**src/rtl/vu_queue_pkg.sv**
```systemverilog
// Shared defaults and width helpers for the vector-unit command/immediate issue queues.
package vu_queue_pkg;
    localparam int CMD_W_DEF       = 20;
    localparam int XIMM_W_DEF      = 64;
    localparam int CMDQ_DEPTH_DEF  = 4;
    localparam int XIMMQ_DEPTH_DEF = 4;

    function automatic int ptr_w(input int depth);
        return $clog2(depth);
    endfunction

    function automatic int cnt_w(input int depth);
        return $clog2(depth) + 1;
    endfunction
endpackage

```
**src/rtl/vu_fifo.sv**
```systemverilog
// Power-of-two circular FIFO with separate occupancy count.
// VU_QUEUE_BYPASS_EN: an empty queue forwards a push straight to a ready consumer.
module vu_fifo
    import vu_queue_pkg::*;
#(
    parameter int W     = CMD_W_DEF,
    parameter int DEPTH = CMDQ_DEPTH_DEF
) (
    input  logic                      clk,
    input  logic                      reset,
    input  logic                      push,
    input  logic [W-1:0]              push_bits,
    input  logic                      deq_ready,
    output logic                      deq_valid,
    output logic [W-1:0]              deq_bits,
    output logic                      full,
    output logic [$clog2(DEPTH):0]    count
);
    localparam int PW = ptr_w(DEPTH);
    localparam int CW = cnt_w(DEPTH);
    localparam logic [CW-1:0] FULL_CNT = CW'(DEPTH);

    logic [W-1:0]  mem [DEPTH];
    logic [PW-1:0] head, tail;
    logic [CW-1:0] cnt;
    logic          empty, bypass, do_push, do_pop;

    assign empty = (cnt == '0);
    assign full  = (cnt == FULL_CNT);
    assign count = cnt;

`ifdef VU_QUEUE_BYPASS_EN
    // Forwarded entries are consumed in the same cycle and never stored.
    assign bypass    = push && empty && deq_ready;
    assign deq_valid = !empty || bypass;
    assign deq_bits  = empty ? push_bits : mem[head];
`else
    assign bypass    = 1'b0;
    assign deq_valid = !empty;
    assign deq_bits  = mem[head];
`endif

    assign do_push = push && !full && !bypass;
    assign do_pop  = !empty && deq_ready;

    // Storage is deliberately left unreset; the count gates visibility.
    always_ff @(posedge clk) begin
        if (do_push)
            mem[tail] <= push_bits;
    end

    always_ff @(posedge clk) begin
        if (!reset) begin
            head <= '0;
            tail <= '0;
            cnt  <= '0;
        end else begin
            if (do_push)
                tail <= tail + PW'(1);
            if (do_pop)
                head <= head + PW'(1);
            case ({do_push, do_pop})
                2'b10:   cnt <= cnt + CW'(1);
                2'b01:   cnt <= cnt - CW'(1);
                default: cnt <= cnt;
            endcase
        end
    end
endmodule

```
**src/rtl/vu_cmd_ximm_queues.sv**
```systemverilog
// Decoder-side issue stage: atomically enqueues into cmdq and/or ximm1q, replaying when a target is full.
// VU_QUEUE_BYPASS_EN enables same-cycle forwarding through empty queues.
module vu_cmd_ximm_queues
    import vu_queue_pkg::*;
#(
    parameter int CMD_W       = CMD_W_DEF,
    parameter int XIMM_W      = XIMM_W_DEF,
    parameter int CMDQ_DEPTH  = CMDQ_DEPTH_DEF,
    parameter int XIMMQ_DEPTH = XIMMQ_DEPTH_DEF
) (
    input  logic                          clk,
    input  logic                          reset,
    input  logic                          io_valid,
    input  logic                          io_sigs_enq_cmdq,
    input  logic                          io_sigs_enq_ximm1q,
    input  logic [CMD_W-1:0]              io_cmd_bits,
    input  logic [XIMM_W-1:0]             io_ximm1_bits,
    output logic                          io_replay,
    output logic                          io_fire,
    output logic                          io_cmdq_deq_valid,
    input  logic                          io_cmdq_deq_ready,
    output logic [CMD_W-1:0]              io_cmdq_deq_bits,
    output logic                          io_ximm1q_deq_valid,
    input  logic                          io_ximm1q_deq_ready,
    output logic [XIMM_W-1:0]             io_ximm1q_deq_bits,
    output logic [$clog2(CMDQ_DEPTH):0]   io_cmdq_count,
    output logic [$clog2(XIMMQ_DEPTH):0]  io_ximm1q_count
);
    logic cmdq_full, ximm1q_full;

    // Space comes from registered counts only, so deq_ready never reaches replay.
    assign io_replay = io_valid && (!reset ||
                                    (io_sigs_enq_cmdq   && cmdq_full) ||
                                    (io_sigs_enq_ximm1q && ximm1q_full));
    assign io_fire   = io_valid && !io_replay;

    vu_fifo #(.W(CMD_W), .DEPTH(CMDQ_DEPTH)) u_cmdq (
        .clk       (clk),
        .reset     (reset),
        .push      (io_fire && io_sigs_enq_cmdq),
        .push_bits (io_cmd_bits),
        .deq_ready (io_cmdq_deq_ready),
        .deq_valid (io_cmdq_deq_valid),
        .deq_bits  (io_cmdq_deq_bits),
        .full      (cmdq_full),
        .count     (io_cmdq_count)
    );

    vu_fifo #(.W(XIMM_W), .DEPTH(XIMMQ_DEPTH)) u_ximm1q (
        .clk       (clk),
        .reset     (reset),
        .push      (io_fire && io_sigs_enq_ximm1q),
        .push_bits (io_ximm1_bits),
        .deq_ready (io_ximm1q_deq_ready),
        .deq_valid (io_ximm1q_deq_valid),
        .deq_bits  (io_ximm1q_deq_bits),
        .full      (ximm1q_full),
        .count     (io_ximm1q_count)
    );
endmodule

```
**config.mk**
```make
export PLATFORM = sky130hd
export DESIGN_NAME = vu_cmd_ximm_queues
export DESIGN_NICKNAME = d
export VERILOG_FILES = /design/src/rtl/vu_queue_pkg.sv /design/src/rtl/vu_fifo.sv /design/src/rtl/vu_cmd_ximm_queues.sv
export SDC_FILE = /design/constraint.sdc
export NUM_CORES = 1
export LEC_CHECK = 0
export BUFFER_PORTS_ARGS = -buffer_cell sky130_fd_sc_hd__buf_2
export CAP_MARGIN = 15
export CORE_MARGIN = 10
export CORE_UTILIZATION = 50
export CTS_BUF_LIST = sky130_fd_sc_hd__clkbuf_4 sky130_fd_sc_hd__clkbuf_8
export CTS_CLUSTER_SIZE = 8
export DETAILED_ROUTE_END_ITERATION = 6
export GPL_TIMING_DRIVEN = 0
export PLACE_DENSITY = 0.71
export SETUP_SLACK_MARGIN = 0.15
export SLEW_MARGIN = 25
export SYNTH_ARGS = -nofsm -noshare
export SYNTH_HDL_FRONTEND = slang
export SYNTH_HIERARCHICAL = 1
export SYNTH_SLANG_ARGS = --single-unit
export TNS_END_PERCENT = 50
```
**constraint.sdc**
```tcl
create_clock -name clk -period 3.6 [get_ports clk]
set_clock_uncertainty 0.1 [all_clocks]
set_input_delay 0.36 -clock clk [delete_from_list [all_inputs] [get_ports clk]]
set_output_delay 0.36 -clock clk [all_outputs]
set_load 0.01 [all_outputs]
```
==> results of run 1 <==
==> power by group through the flow <==
stage	Combinational [mW]	Clock [mW]	Sequential (mW)
6_report	1.89	3.28	4.71
5_1_grt	2.05	3.55	4.71
4_1_cts	1.93	3.37	4.70
3_5_place_dp	1.85	0	4.79
3_3_place_gp	1.80	0	4.78
2_1_floorplan	1.22	0	4.78
==> logic make-up after synthesis <==
logic type,after synthesis,share of synthesized area [%]
fa+ha+maj,12,1.25
compound gates,15,1.00
buf+inv,36,2.02
flops,354,78.8
simple gates,37,1.68
mux,88,14.7
xor+xnor,8,0.529
==> worst reg2reg max path, cell delays in order (launching register included) <==
cell	delay, ps
dfxtp_1	460
nor3b_2	410
a2111oi_2	120
nor2b_1	140
buf_2	180
inv_1	70
ha_1	170
inv_1	60
fa_1	370
xor2_1	160
or3_1	330
a21boi_0	190
==> state kept, by name (all words and copies together) (netlist names), named ones only <==
register and cells:
u_cmdq/count 3, u_cmdq/head 2, u_cmdq/mem 80, u_cmdq/tail 2, u_ximm1q/count 3, u_ximm1q/head 2, u_ximm1q/mem 256, u_ximm1q/tail 2
==> timing repair <==
action                    CTS  global route
setup buffers               0             0
hold endpoints to repair  336             0
hold buffers               84             0
==> metal layers <==
metal	GRT usage, %	part of all wire [%]	vias up
met5	0	0	-
met3	4.69	7.3	43
met1	17.9	37	3414
met2	27.9	54	217
li1	-	-	2971
met4	5.36	1.9	0
==> cell type report <==
class / count / area (um^2) / area share (%)
flip-flops and latches: 354 / 10500 / 62.7
multi-input cells: 160 / 2550 / 15.3
repair buffers: 272 / 1860 / 11.1
clock buffers: 85 / 1030 / 6.16
well taps: 335 / 419 / 2.52
plain buffers: 22 / 215 / 1.29
clock inverters: 8 / 81.3 / 0.488
inverters: 14 / 52.6 / 0.316
diodes: 3 / 7.51 / 0.0451
==> Yosys cell counts (2+ instances only) <==
library cell  instances
a2111oi_2             2
a21boi_0              3
and2_1               10
and2_2                4
buf_12                6
buf_2                 9
buf_4                 2
buf_6                 2
clkbuf_1              2
dfxtp_1              18
edfxtp_1            336
fa_1                  2
ha_1                 10
inv_1                13
mux2i_1               4
mux4_1                4
mux4_2               80
nand2_1              11
nor2b_1               6
nor3b_2               2
o21ai_0               4
or3_1                 3
xnor2_1               6
xor2_1                2
==> metrics by stage <==
stage          hold WS, ps  cells
6_report               156   1253
5_1_grt                163   1253
4_1_cts                119   1250
3_5_place_dp           392   1073
3_3_place_gp           376   1069
2_1_floorplan          359    550
==> worst max path at each step <==
stage,startpoint,to,slack [ps],cells after the start
floorplan,u_cmdq/count[0],u_ximm1q/mem[0][0],300,5
global placement,u_cmdq/count[0],u_ximm1q/mem[0][1],-850,5
detailed placement,u_cmdq/count[2],u_ximm1q/count[2],810,11
CTS,u_cmdq/count[2],u_ximm1q/count[2],770,11
global route,u_cmdq/count[2],u_ximm1q/count[2],630,11
finish,u_cmdq/count[2],u_ximm1q/count[2],750,11
==> metrics.txt, run 1 <==
status=complete, no violations; Syn Std Cell Area=around 13000 um^2; # DRC=0; Die H=roughly 180 um; Seq cells post-synth=around 350; Leakage=5.73 nW; Design Area, Final=between 15000 and 20000 um^2; max_cap viols=0; GRT overflow=0; Final WS setup=about 750 ps; EDFF count, synth=roughly 340; Syn Nets=around 650; RSZ-0062 raised after global routing=no; total wire length=26600 um; Comb pwr share=19.1%; worst path bufs/invs=3; Fillers=around 1800; Clk network pwr share=between 30% and 40%; Layout area overhead=25.7%; max incr delay on CP=approximately 460 ps; PortBufs=around 180; cell mode on critical path=inv_1; post-synth top area share=between 70% and 80%; die area=about 33000 um^2; pin count of the biggest net entering global routing=between 40 and 50; Netlist cell types=33; worst vdd ir=around 0.45 mV; syn_area_per_cell=24.1 um^2; Pwr per Cell Area=a little under 600 nW/um^2; post-DP HPWL=roughly 17000 um; register share of total power=around 48%; root buffer cell=clkbuf_8; CP Capture Type=flop; Slew Limit Fails=0; # rows=a little under 60; crit start category=flop; Nets=between 900 and 1000; Hold Path Stages=4; Switch Pwr=2.38 mW; Critical Path RT=slightly below 4000 ps; Final Util=between 60% and 70%; Synth area leaders=edfxtp_1, mux4_2, dfxtp_1; post-placement worst setup slack=between 800 and 900 ps; CTS tree=built; Max Fclk=0.351 GHz; YS warnings=6; routability congestion estimate=approximately 0.74; Die W=between 150 and 200 um; CTS Buf Count=55; min Tclk post-route=roughly 2800 ps; TNS Setup=0 ps; Tot Pwr=roughly 10 mW; # setup viols final=0; cell depth of the worst flop-to-flop path=11; R2R Path Start=u_cmdq/count[2]; Resize count post-CTS=0; H-tree levels=2; share of cells above drive strength 1=between 40% and 50%; Crit Path Max Fanout=7; sequential share of the synthesized area=roughly four fifths; Int Pwr=roughly 7.5 mW; r2r setup slk=750 ps; first drt pass iteration count=4; GRT Total Usage=between 10% and 20%; cell accounting for the most synthesized area=edfxtp_1; main flop type after synthesis=edfxtp_1; max_slew headroom=between 60% and 70%; Final Hold Fails=0; vias per inst=5.30; WL per Instance=21.3 um; Critical Path, Cell by Cell=nor3b_2, a2111oi_2, nor2b_1, buf_2, inv_1, ha_1, inv_1, fa_1, xor2_1, or3_1, a21boi_0; reg2reg end=u_ximm1q/count[2]; CTS Buffer Depth=3; Initial DRC Count=roughly 330; switch share=between 20% and 30%; Async SR Flop Fraction=0%; commonest non-fill, non-tap cell in the layout=edfxtp_1; DRT antenna net count=0; Worst path slowest cell=dfxtp_1; clock-pin transition on the worst setup and hold timing paths=roughly 60 ps; most frequent cells in the layout=edfxtp_1, buf_2, dlygate4sd3_1; Starting Density=between 50% and 60%; initial antenna violation count=3; I/O Pins=roughly 190; CP top delay family=simple AND/OR/NAND/NOR gates; Core Region=26100 um^2; first-pass GRT wire length=around 41000 um; fin crit share=around four fifths; DR vias=~6600; clock insertion delay at the later pin of the skew report=550 ps; HP Start=io_cmdq_deq_ready; Setup CP Type=reg2reg; Post-Synthesis Cells=550; Least-Margin Pin Slew=approximately 590 ps; Hold Crit Class=in2reg; Post-DP Area=about 15000 um^2; vias in the first global route=between 7000 and 8000; total clock sinks=about 350; Worst Path Arrival=3220 ps
No activity file was read; power rests on OpenSTA's default activity.
==> run 2: changes to the inputs <==
- PLACE_DENSITY: 0.71 -> 0.74
- clock period: 3.6 -> 2.5 ns (I/O delays scaled with it)
==> run 2 against run 1 <==
  * Clock-buffer cell count up 3
  * Via count up 1.1%
  * Setup slack worse by 730 ps
  * First-iteration DRC count up 43%
  * Sequential cell count unchanged
  * Sequential share of layout area down 1.9 points
  * Largest power group unchanged
  * Combinational power up 67%
  * Sequential power up 44%
==> metrics.txt, run 2 (same netlist as run 1, synthesis figures left out) <==
max reg flops=256 (unchanged); Worst Path Arrival=2870 ps (-350 ps); Slew Limit Fails=0 (unchanged); # setup viols final=0 (unchanged); Hold Crit Class=in2reg; share of cells above drive strength 1=46.0% (+2.9 points); Hold WS=42.9 ps (-113 ps); vias in the first global route=7492 (+0.40%); min Tclk post-route=2480 ps (-368 ps); Critical Path, Cell by Cell=nor3b_4, a2111oi_4, nor2b_1, buf_4, inv_4, ha_4, inv_2, fa_2, xor2_1, or3_1, a21boi_1; worst vdd ir=0.661 mV (+48%); clock insertion delay at the later pin of the skew report=560 ps (about the same); GRT Total Usage=15.8% (+0.017 points); CP Capture Type=flop; Nets=1000 (+1.8%); clock-pin transition on the worst setup and hold timing paths=60 ps (about the same); TNS Setup=0 ps (unchanged); I/O Pins=185 (unchanged); DR vias=6715 (+1.1%); # DRC=0 (unchanged); CP top delay family=simple AND/OR/NAND/NOR gates; Die H=183 um (unchanged); Leakage=5.94 nW (+3.7%); WL per Instance=21.6 um (+1.7%); CTS tree=built; first-pass GRT wire length=41500 um (+0.35%); initial antenna violation count=2 (-1); Max Fclk=0.403 GHz (+15%); commonest non-fill, non-tap cell in the layout=edfxtp_1; worst path bufs/invs=3 (unchanged); Core Region=26100 um^2 (unchanged); Starting Density=50.9% (unchanged); Die W=183 um (unchanged); GRT overflow=0 (unchanged); Layout area overhead=29.8%; Crit Path Max Fanout=9 (+2); # rows=59 (unchanged); status=complete, no violations; Design Area, Final=17200 um^2 (+3.3%); total clock sinks=354 (unchanged); fin crit share=99.3% (+20 points); Setup CP Type=reg2reg; crit start category=flop; max_cap viols=0 (unchanged); post-DP HPWL=16600 um (-4.7%); total wire length=27500 um (+3.4%); pin count of the biggest net entering global routing=38 (-16%); H-tree levels=2 (unchanged); RSZ-0062 raised after global routing=yes; routability congestion estimate=0.775 (+4.5%); most frequent cells in the layout=edfxtp_1, buf_2, dlygate4sd3_1; Largest Register=u_ximm1q/mem; Initial DRC Count=465 (+43%); max_slew headroom=67.6% (+6.9 points); CTS Buffer Depth=3 (unchanged); root buffer cell=clkbuf_8; Pwr per Cell Area=862 nW/um^2 (+45%); Post-DP Area=14700 um^2 (unchanged); first drt pass iteration count=5 (+1); Critical Path RT=2890 ps (-1080 ps); Worst path slowest cell=dfxtp_4; DRT antenna net count=0 (unchanged); Least-Margin Pin Slew=486 ps (-103 ps); PortBufs=184 (unchanged); CTS Buf Count=55 (unchanged); vias per inst=5.27 (-0.61%); Final Hold Fails=0 (unchanged); max incr delay on CP=350 ps (-110 ps); top flop regs=u_ximm1q/mem: 256 flops, u_cmdq/mem: 80 flops; die area=33400 um^2 (unchanged)
run 2: cell types whose count changed in the layout (fill, tap and decap cells not counted), sizes merged:
cell and delta:
buf +12, clkbuf +7, and2 +2, bufinv +1, clkinv -1, diode -1
inv +1
run 2: timing repair:
item,in CTS,in global routing
endpoints found under the hold margin,336,0
pin swaps,4,6
cloned,0,2
resized for setup,28,68
hold buffers,84,0
setup endpoints to repair,213,298
setup buffers,12,4
run 2: area by class of cell:
cell class	instances	area, um^2
inverter	14	57.6
tap	335	419
multi-input combinational	162	2630
clock buffer	88	1040
buffer	22	248
sequential	354	10500
timing repair buffer	288	2240
clock inverter	9	105
antenna	2	5.00
fill	1611	8850
run 2: per-layer routing:
metal / track usage, % / routed length [um]
met5: 0 / 0
met4: 4.42 / 400
met3: 4.98 / 1950
met2: 27.1 / 14100
met1: 19.0 / 11100
run 2: power breakdown:
group | leakage (nW) | internal, mW | switching [mW] | total (mW)
combinational | 2.14 | 1.76 | 1.40 | 3.16
clock | 0.610 | 2.84 | 2.06 | 4.90
sequential | 3.19 | 6.68 | 0.0981 | 6.78
total | 5.94 | 11.3 | 3.56 | 14.8
run 2: tightest hold or removal path, delay by kind of cell:
family | cells | cell delay (ps)
AO/OA/AOI/OAI | 1 | 80
XOR/XNOR | 1 | 60
buffers and inverters | 1 | 110
AND/OR/NAND/NOR | 1 | 150
run 2: metrics by stage:
stage               util [%]  worst slack [ps]  std cells  power (mW)
finish                  66.0              18.7       1274        14.8
global placement        56.0              -708       1069        9.46
global route            66.0             -50.9       1273        15.5
CTS                     64.6              36.4       1266        14.7
detailed placement      56.4              -324       1073        9.55
floorplan                  -              -106        550        8.64
run 2: path summary, 6_finish.rpt:
check / slack, ps / endpoint / start / cells after the start
worst max-delay path: 20 / u_ximm1q/count[2] / u_cmdq/count[0] / 11
worst min register to register: 420 / u_ximm1q/tail[0] / u_ximm1q/tail[0] / 2
worst max register to register: 20 / u_ximm1q/count[2] / u_cmdq/count[0] / 11
worst min-delay path: 40 / flop / io_cmdq_deq_ready / 4
==> run 3: changes to the inputs <==
- PLACE_DENSITY: 0.74 -> 0.71
- SETUP_SLACK_MARGIN: 0.15 -> 0.1
- clock period: 2.5 -> 2.8 ns (I/O delays scaled with it)
==> run 3 against run 2 <==
  * Register-to-register slack better by 170 ps
  * Sequential power fell by 11%
  * Wire length fell by 4.4%
  * First-iteration DRC count fell by 32%
  * Clock power down 18%
  * Core utilization down 2.3 points
  * Combinational power down 23%
  * Non-clock buffer count down 14
  * Setup slack improved by 170 ps
  * Maximum frequency fell by 5.1%
  * Cell area shrank 3.5%
  * Die area is the same
  * Largest power group unchanged
==> metrics.txt, run 3 (same netlist as run 1, synthesis figures left out) <==
status=complete, no violations; min Tclk post-route=2610 ps (+133 ps); I/O Pins=185 (unchanged); root buffer cell=clkbuf_8; commonest non-fill, non-tap cell in the layout=edfxtp_1; Max Fclk=0.383 GHz (-5.1%); Final Hold Fails=0 (unchanged); fin crit share=93.4% (-5.9 points); post-placement worst setup slack=70.7 ps (+395 ps); total wire length=26300 um (-4.4%); Initial DRC Count=317 (-32%); cell mode on critical path=inv_1; max reg flops=256 (unchanged); Final Util=63.7% (-2.3 points); CP Capture Type=flop; Clk network pwr share=32.1% (-0.9 points); CTS Buffer Depth=3 (unchanged); Layout area overhead=25.3%; Least-Margin Pin Slew=570 ps (+84.2 ps); first drt pass iteration count=4 (-1); Largest Register=u_ximm1q/mem; Leakage=5.70 nW (-4.1%); Diodes inserted=0 (-2); Post-Layout Cell Count=1250 (-1.9%); Pwr per Cell Area=753 nW/um^2 (-13%); Worst path slowest cell=fa_1; Slew Limit Fails=0 (unchanged); # rows=59 (unchanged); RSZ-0062 raised after global routing=no; Worst Path Arrival=3000 ps (+130 ps); worst vdd ir=0.651 mV (-1.5%); most frequent cells in the layout=edfxtp_1, buf_2, dlygate4sd3_1; max incr delay on CP=380 ps (+30 ps); max_slew headroom=62.0% (-5.6 points); vias in the first global route=7321 (-2.3%); clock-pin transition on the worst setup and hold timing paths=60 ps (about the same); TNS Setup=0 ps (unchanged); Hold Crit Class=in2reg; CP top delay family=simple AND/OR/NAND/NOR gates; max_cap viols=0 (unchanged); worst path bufs/invs=3 (unchanged); DR vias=6573 (-2.1%); clock insertion delay at the later pin of the skew report=560 ps (about the same); crit start category=flop; DP Cell Count=1073 (unchanged); GRT overflow=0 (unchanged); share of cells above drive strength 1=43.6% (-2.4 points); r2r setup slk=190 ps (+170 ps); die area=33400 um^2 (unchanged); Switch Pwr=3.03 mW (-15%); Starting Density=50.9% (unchanged); initial antenna violation count=0 (-2); Crit Path Max Fanout=7 (-2); top flop regs=u_ximm1q/mem: 256 flops, u_cmdq/mem: 80 flops; # DRC=0 (unchanged); GRT Total Usage=15.4% (-0.36 points); Core Region=26100 um^2 (unchanged); total clock sinks=354 (unchanged); Final WS setup=186 ps (+167 ps); Die W=183 um (unchanged); post-DP HPWL=17000 um (+2.4%); Int Pwr=9.48 mW (-16%); Nets=983 (-1.7%); CTS Buf Count=54 (-1.8%); Critical Path, Cell by Cell=nor3b_4, a2111oi_2, nor2b_1, buf_6, inv_1, ha_1, inv_1, fa_1, xor2_1, or3_1, a21boi_1; Comb pwr share=19.4% (-1.9 points); Fillers=1774 (+10%); Hold WS=81.7 ps (+38.8 ps); WL per Instance=21.1 um (-2.5%); first-pass GRT wire length=40800 um (-1.8%); Critical Path RT=3190 ps (+300 ps); routability congestion estimate=0.739 (-4.7%); Die H=183 um (unchanged); PortBufs=184 (unchanged); pin count of the biggest net entering global routing=43 (+13%); DRT antenna net count=0 (unchanged); H-tree levels=2 (unchanged); # setup viols final=0 (unchanged); register share of total power=48.4% (+2.7 points); vias per inst=5.26 (-0.24%); switch share=24.2% (+0.26 points); Setup CP Type=reg2reg; CTS tree=built
run 3: cell count changes in the layout (fill, tap and decap cells not counted), moves of 3 or more:
| cell | change |
|---|---|
| buf_2 | +46 |
| buf_6 | -39 |
| buf_4 | -16 |
| clkbuf_4 | -7 |
| and2_4 | -4 |
| inv_1 | +4 |
| buf_16 | -3 |
| clkbuf_8 | -3 |
| dfxtp_4 | -3 |
run 3: power by group through the flow:
stage / sequential, mW / clock, mW / combinational (mW)
after global routing: 6.07 / 4.38 / 2.65
after CTS: 6.04 / 4.12 / 2.49
after global placement: 6.14 / 0 / 2.33
final: 6.06 / 4.02 / 2.43
after detailed placement: 6.15 / 0 / 2.38
after floorplan: 6.14 / 0 / 1.57
run 3: layout make-up:
class	count	area, um^2	area share, %
buffer	22	215	1.30
multi-input combinational	160	2560	15.4
timing repair buffer	274	1860	11.2
inverter	14	52.6	0.316
clock buffer	83	986	5.94
clock inverter	8	43.8	0.264
sequential	354	10500	63.0
tap	335	419	2.52
run 3: through the flow:
| step | power (mW) | cell area (um^2) |
|---|---|---|
| global placement | 8.47 | 14600 |
| finish | 12.5 | 16600 |
| detailed placement | 8.53 | 14700 |
| floorplan | 7.71 | 13300 |
| global route | 13.1 | 16600 |
| CTS | 12.7 | 16600 |
run 3: tightest hold or removal path: cells and delay by family:
| kind | cells | cell delay (ps) |
|---|---|---|
| compound gates | 1 | 80 |
| xor+xnor | 1 | 60 |
| simple gates | 1 | 160 |
| buf+inv | 1 | 110 |
run 3: repair_timing:
action                                 in CTS  in global routing
cloned                                      0                  0
hold buffers                               84                  0
setup buffers                               0                  2
endpoints found under the hold margin     336                  0
pin swaps                                   0                  2
setup endpoints to repair                   2                101
gates resized for setup                     1                 13
run 3: path summary, 6_finish.rpt:
path,from,end,cells past startpoint
max,u_ximm1q/count[0],u_cmdq/count[2],11
min,io_cmdq_deq_ready,u_cmdq/head[1],4
max reg2reg,u_ximm1q/count[0],u_cmdq/count[2],11
min reg2reg,u_ximm1q/tail[0],u_ximm1q/tail[0],2
run 3: layer usage:
metal / share of wire (%) / up-vias / global-route usage, %
li1: - / 2965 / -
met1: 40 / 3370 / 19.0
met2: 52 / 199 / 26.5
met3: 6.2 / 39 / 4.25
met4: 1.9 / 0 / 4.26
met5: 0 / - / 0
